<file path="src/rtl/iq_stream_packer.sv">
// iq_stream_packer: buffers parallel I/Q pairs and emits them as an interleaved I,Q word stream for one frame.
// Latency: a pair pushed in cycle n shows its I word on out_data in cycle n+1; no fall-through path.
// Backpressure: out_ready low holds the current word; pairs arriving on a full FIFO are dropped and flagged.
// Build option: define IQ_PACKER_OVF_CNT_EN to add the 16-bit ovf_count port (dropped pairs this frame).
module iq_stream_packer #(
  parameter int DATA_W      = 16,
  parameter int FIFO_DEPTH  = 8,
  parameter int FRAME_PAIRS = 10230
) (
  input  logic              clk,
  input  logic              reset,
  input  logic              start,
  input  logic              in_valid,
  input  logic [DATA_W-1:0] in_i,
  input  logic [DATA_W-1:0] in_q,
  output logic              out_valid,
  input  logic              out_ready,
  output logic [DATA_W-1:0] out_data,
  output logic              out_last,
  output logic              busy,
  output logic              done,
  output logic              overflow
`ifdef IQ_PACKER_OVF_CNT_EN
  ,
  output logic [15:0]       ovf_count
`endif
);

  localparam int AW = (FIFO_DEPTH > 1) ? $clog2(FIFO_DEPTH) : 1;
  localparam int CW = $clog2(FRAME_PAIRS + 1);

  localparam logic [AW-1:0] PTR_ONE    = AW'(1);
  localparam logic [AW:0]   FILL_ONE   = (AW+1)'(1);
  localparam logic [AW:0]   FILL_FULL  = (AW+1)'(FIFO_DEPTH);
  localparam logic [CW-1:0] PAIRS_ONE  = CW'(1);
  localparam logic [CW-1:0] PAIRS_MAX  = CW'(FRAME_PAIRS);
  localparam logic [CW-1:0] PAIRS_LAST = CW'(FRAME_PAIRS - 1);

  typedef enum logic [1:0] {S_IDLE, S_RUN, S_DRAIN, S_DONE} state_e;

  state_e              state_q;
  logic                busy_q;
  logic                done_q;
  logic                overflow_q;
  logic                phase_q;
  logic [CW-1:0]       pairs_q, pairs_d;
  logic [AW-1:0]       wr_ptr_q, rd_ptr_q;
  logic [AW:0]         fill_q, fill_d;
  logic [2*DATA_W-1:0] mem_q [FIFO_DEPTH];
  logic [2*DATA_W-1:0] head_w;

  logic fifo_empty, fifo_full;
  logic hs, pop, push, drop, last_word;

  assign fifo_empty = (fill_q == '0);
  assign fifo_full  = (fill_q == FILL_FULL);
  assign head_w     = mem_q[rd_ptr_q];

  // A start cycle flushes everything, so neither side of the FIFO moves in it.
  assign hs   = !fifo_empty && out_ready && !start;
  assign pop  = hs && phase_q;
  assign push = (state_q == S_RUN) && in_valid && !start && (!fifo_full || pop);
  assign drop = (state_q == S_RUN) && in_valid && !start && fifo_full && !pop;

  // Pushes stop once the frame is complete, so in DRAIN the only entry left
  // at fill==1 is the frame's final pair.
  assign last_word = (state_q == S_DRAIN) && phase_q && (fill_q == FILL_ONE);

  assign out_valid = !fifo_empty;
  assign out_last  = last_word;
  assign busy      = busy_q;
  assign done      = done_q;
  assign overflow  = overflow_q;

  // Present the head I word in phase 0 and the head Q word in phase 1; zero when empty.
  always_comb begin
    out_data = '0;
    if (!fifo_empty) begin
      out_data = phase_q ? head_w[DATA_W-1:0] : head_w[2*DATA_W-1:DATA_W];
    end
  end

  // Next FIFO occupancy and saturating accepted-pair count.
  always_comb begin
    fill_d  = fill_q;
    pairs_d = pairs_q;
    if (push && !pop) begin
      fill_d = fill_q + FILL_ONE;
    end else if (pop && !push) begin
      fill_d = fill_q - FILL_ONE;
    end
    if (push && (pairs_q != PAIRS_MAX)) begin
      pairs_d = pairs_q + PAIRS_ONE;
    end
  end

  // Pair storage; {I,Q} packed per entry, no reset needed since out_data is gated by occupancy.
  always_ff @(posedge clk) begin
    if (push) begin
      mem_q[wr_ptr_q] <= {in_i, in_q};
    end
  end

  // Frame FSM with FIFO pointers, word phase and registered status flags.
  always_ff @(posedge clk or negedge reset) begin
    if (!reset) begin
      state_q    <= S_IDLE;
      busy_q     <= 1'b0;
      done_q     <= 1'b0;
      overflow_q <= 1'b0;
      phase_q    <= 1'b0;
      pairs_q    <= '0;
      wr_ptr_q   <= '0;
      rd_ptr_q   <= '0;
      fill_q     <= '0;
    end else if (start) begin
      state_q    <= S_RUN;
      busy_q     <= 1'b1;
      done_q     <= 1'b0;
      overflow_q <= 1'b0;
      phase_q    <= 1'b0;
      pairs_q    <= '0;
      wr_ptr_q   <= '0;
      rd_ptr_q   <= '0;
      fill_q     <= '0;
    end else begin
      if (push) wr_ptr_q <= wr_ptr_q + PTR_ONE;
      if (pop)  rd_ptr_q <= rd_ptr_q + PTR_ONE;
      if (hs)   phase_q  <= !phase_q;
      if (drop) overflow_q <= 1'b1;
      fill_q  <= fill_d;
      pairs_q <= pairs_d;
      case (state_q)
        S_RUN: begin
          if (push && (pairs_q == PAIRS_LAST)) begin
            state_q <= S_DRAIN;
          end
        end
        S_DRAIN: begin
          if (hs && last_word) begin
            state_q <= S_DONE;
            busy_q  <= 1'b0;
            done_q  <= 1'b1;
          end
        end
        default: begin
        end
      endcase
    end
  end

`ifdef IQ_PACKER_OVF_CNT_EN
  logic [15:0] ovf_count_q;

  // Count dropped pairs in the current frame, saturating at all-ones.
  always_ff @(posedge clk or negedge reset) begin
    if (!reset) begin
      ovf_count_q <= '0;
    end else if (start) begin
      ovf_count_q <= '0;
    end else if (drop && (ovf_count_q != 16'hFFFF)) begin
      ovf_count_q <= ovf_count_q + 16'd1;
    end
  end

  assign ovf_count = ovf_count_q;
`endif

endmodule

</file>
<file path="config.mk">
export PLATFORM = sky130hd
export DESIGN_NAME = iq_stream_packer
export DESIGN_NICKNAME = d
export VERILOG_FILES = /design/src/rtl/iq_stream_packer.sv
export SDC_FILE = /design/constraint.sdc
export NUM_CORES = 1
export LEC_CHECK = 0
export ABC_AREA = 1
export CAP_MARGIN = 10
export CORE_MARGIN = 8
export CORE_UTILIZATION = 62
export CTS_CLUSTER_DIAMETER = 80
export DETAILED_ROUTE_END_ITERATION = 7
export DONT_BUFFER_PORTS = 1
export PLACE_DENSITY = 0.89
export SYNTH_ARGS = -nofsm -noshare
export SYNTH_HDL_FRONTEND = slang
export SYNTH_SLANG_ARGS = --single-unit
</file>
<file path="constraint.sdc">
create_clock -name clk -period 4.7 [get_ports clk]
set_input_delay 0.705 -clock clk [delete_from_list [all_inputs] [get_ports clk]]
set_output_delay 0.705 -clock clk [all_outputs]
set_load 0.02 [all_outputs]
</file>
==> run summary <==
========================================================================================
Run status                                                                  finished clean
Number of nets in the final layout                                                  1142
Die outline width                                                               156.8 um
Area added between synthesis and finish                                           9.500%
Total of fill cells in the finished design                                          1212
Most frequently used cell type in the post-synthesis netlist                      nor2_1
Clock insertion delay at the later pin of the skew report                        0.56 ns
Detail Route Antenna Nets                                                              0
Unrepaired setup endpoints after global routing                                       no
Worst Path Class, Setup                                                     register to output port
Post-synth top area share                                                         0.6256
Number of primary I/O pins                                                            58
Clock Tree Root                                                                clkbuf_16
Launch point of the worst hold path                                                start
Number of detailed-routing iterations run before antenna repair                        6
Worst slew slack as a fraction of its limit                                       0.3878
Final routed wire length divided by cell count                                  21.63 um
H-tree level count                                                                     1
Vias in the first global route                                                      8390
Transition time at the pin with the least slew margin                          0.9173 ns
Core outline area                                                            0.01946 mm2
Antenna violations before repair                                                       0
Placement row count                                                                   51
PD cells                                                                    454.6 mW/mm2
Commonest cells in the synthesized netlist                                  nor2_1 (274), edfxtp_1 (256), nand2_1 (121)
Clock tree buffer depth                                                                3
Capturing element type of the critical path                                  output port
Largest net degree at the start of global routing                                     78
Sequential share of the synthesized area                                          0.6867
Final setup violation count                                                            0
Worst EP arrival                                                                 3.30 ns
Worst-path fanout max                                                                 77
Minimum clock period                                                            4.007 ns
Number of DRC markers in iteration 0                                                1237
Total of max-cap violations                                                            0
Net count after synthesis                                                           1152
Multi-input logic area                                                      0.003362 mm2
Aggregate negative setup slack                                                      0 ns
Post-detailed-routing wire length                                               29930 um
Register Area                                                               0.008443 mm2
Global-route wire length before repair                                          46180 um
Final cell count without fillers                                                    1384
Startpoint types                                                                register
Main area contributors after synthesis                                      edfxtp_1 (63%), nor2_1 (8.4%), dfrtp_1 (6.1%), o21ai_0 (4.8%), nand3_1 (4.4%)
Global-route usage over all layers                                                0.2450
Register bit count reported by yosys                                                 286
Worst hold path class                                                       input pin to register
Total placed cells including tap cells                                              1328
Post-synthesis cell type count                                                        33
Count of antenna diodes in the layout                                                  0
Leakage                                                                         4.886 nW
Detailed Place HPWL                                                             16430 um
Die extent in y                                                                 156.8 um
RD Place Congestion                                                               0.8779
Worst Path Required                                                              3.99 ns
Post-synth EDFFs                                                                     256
Count of final max-slew check failures                                                 0
TritonCTS clock tree                                                                 yes
Final setup skew                                                              0.01328 ns
Starting utilization of the core area                                             0.6314
Synth async-reset ratio                                                           0.1049
Number of buffers created by CTS                                                      29
Total number of yosys warnings                                                         0
Highest achievable clock rate                                                  249.6 MHz
Portion of the clock cycle consumed by the worst path in the final layout         0.8525
Post-synthesis instance area                                                 0.01229 mm2
Synth Instances                                                                     1106
Via/cell ratio                                                                     6.242
Grt ovf                                                                                0
Reg-to-Reg Start                                                            fill_q[0]$_DFFE_PN0P_
Clock Pin Slew Worst Setup and Hold Paths                                        0.06 ns
Largest area contributor in the netlist                                         edfxtp_1
Mean post-synth cell area                                                      11.11 um2
Die Area                                                                     0.02458 mm2
Peak supply drop                                                             0.0003209 V
Top flip-flop cell by instance count after synthesis                            edfxtp_1
Fraction of final layout cells sized beyond drive strength 1                     0.08222
Via count                                                                           8639
Buffers on Ports                                                                       0
DRC                                                                                    0
Final hold violations                                                                  0
Number of clock sinks                                                                286
Critical path launch point                                                  rd_ptr_q[0]$_DFFE_PN0P_
========================================================================================
==> cell usage in the layout (no fill, tap or decap), types with 6 or more instances in the layout <==
| master | instances |
|---|---|
| inv_1 | 47 |
| nand4_1 | 8 |
| buf_4 | 17 |
| o21ai_0 | 117 |
| xor2_1 | 11 |
| nor2_1 | 270 |
| nand3_1 | 108 |
| nand2_1 | 121 |
| edfxtp_1 | 256 |
| clkbuf_16 | 29 |
| ha_1 | 9 |
| dfrtp_1 | 28 |
| a21oi_1 | 24 |
| clkinv_1 | 6 |
| o211ai_1 | 11 |
| nor2_4 | 6 |
| clkinv_2 | 8 |
==> final timing paths <==
check	end	slack, ns	cells after the start
max	out_data[6]	0.69	7
min	state_q[1]$_DFFE_PN0P_	0.21	1
max reg2reg	mem_q[4][20]$_DFFE_PP_	1.90	10
min reg2reg	state_q[1]$_DFFE_PN0P_	0.54	2
max in group asynchronous	rd_ptr_q[0]$_DFFE_PN0P_	3.92	2
min in group asynchronous	state_q[1]$_DFFE_PN0P_	0.58	2
==> critical path, cell delays in order, from the launching register on <==
cell     delay (ns)
dfrtp_4        0.98
buf_4          0.52
nor2_1         0.11
nor2_1         0.09
o21ai_0        0.12
nand3_1        0.14
nand3_1        0.09
a21oi_1        0.66
==> flip-flops by register name, indices dropped and copies added, names as in the netlist <==
signal / flops
pairs_q: 14
done: 1
busy: 1
rd_ptr_q: 3
overflow: 1
fill_q: 4
phase_q: 1
wr_ptr_q: 3
state_q: 2
mem_q: 256
==> power by group <==
group / leakage (nW) / total (mW) / internal, mW / switching [mW]
Combinational: 1.72 / 0.920 / 0.220 / 0.700
Sequential: 2.71 / 2.95 / 2.86 / 0.0904
Clock: 0.458 / 2.24 / 1.28 / 0.964
==> routing by layer <==
layer / track usage / up-vias / wire, um
li1: - / 3787 / -
met1: 0.3004 / 4068 / 10540
met2: 0.3969 / 661 / 14380
met3: 0.06591 / 123 / 3692
met4: 0.1199 / 0 / 1330
met5: 0 / - / 0
==> logic make-up (layout without fill, tap and decap cells) <==
logic type      after synthesis  in the layout  share of synthesized area
xor+xnor                     15             15                    0.01069
buf+inv                     113            126                    0.04378
simple gates                529            529                     0.1846
compound gates              154            154                    0.06506
fa+ha+maj                     9              9                   0.009164
flops                       286            286                     0.6867
==> metrics by stage <==
stage | utilization | power [mW] | hold slack, ns | instance area [um2] | worst slack (ns)
6_report | 0.6914 | 6.116 | 0.2056 | 13460 | 0.6933
2_1_floorplan | - | 3.659 | 0.4094 | 12290 | 0.5521
4_1_cts | 0.6914 | 6.090 | 0.1951 | 13460 | 0.8172
3_5_place_dp | 0.6415 | 3.869 | 0.4101 | 12480 | 1.432
5_1_grt | 0.6914 | 6.305 | 0.1885 | 13460 | 0.5160
3_3_place_gp | 0.6415 | 3.838 | 0.4102 | 12480 | 1.531
==> cell type report <==
cell class / count / area share
clock buffer: 33 / 0.05654
inverter: 52 / 0.01488
clock inverter: 21 / 0.01339
tap: 265 / 0.02464
sequential: 286 / 0.6275
timing repair buffer: 20 / 0.01320
multi-input combinational: 707 / 0.2499
==> timing repair <==
| action | in CTS | in global routing |
|---|---|---|
| resized for setup | 0 | 0 |
| endpoints found under the hold margin | 30 | 0 |
| hold buffers | 2 | 0 |
| buffers inserted | 0 | 0 |
Power figures use the tool's default switching activity.
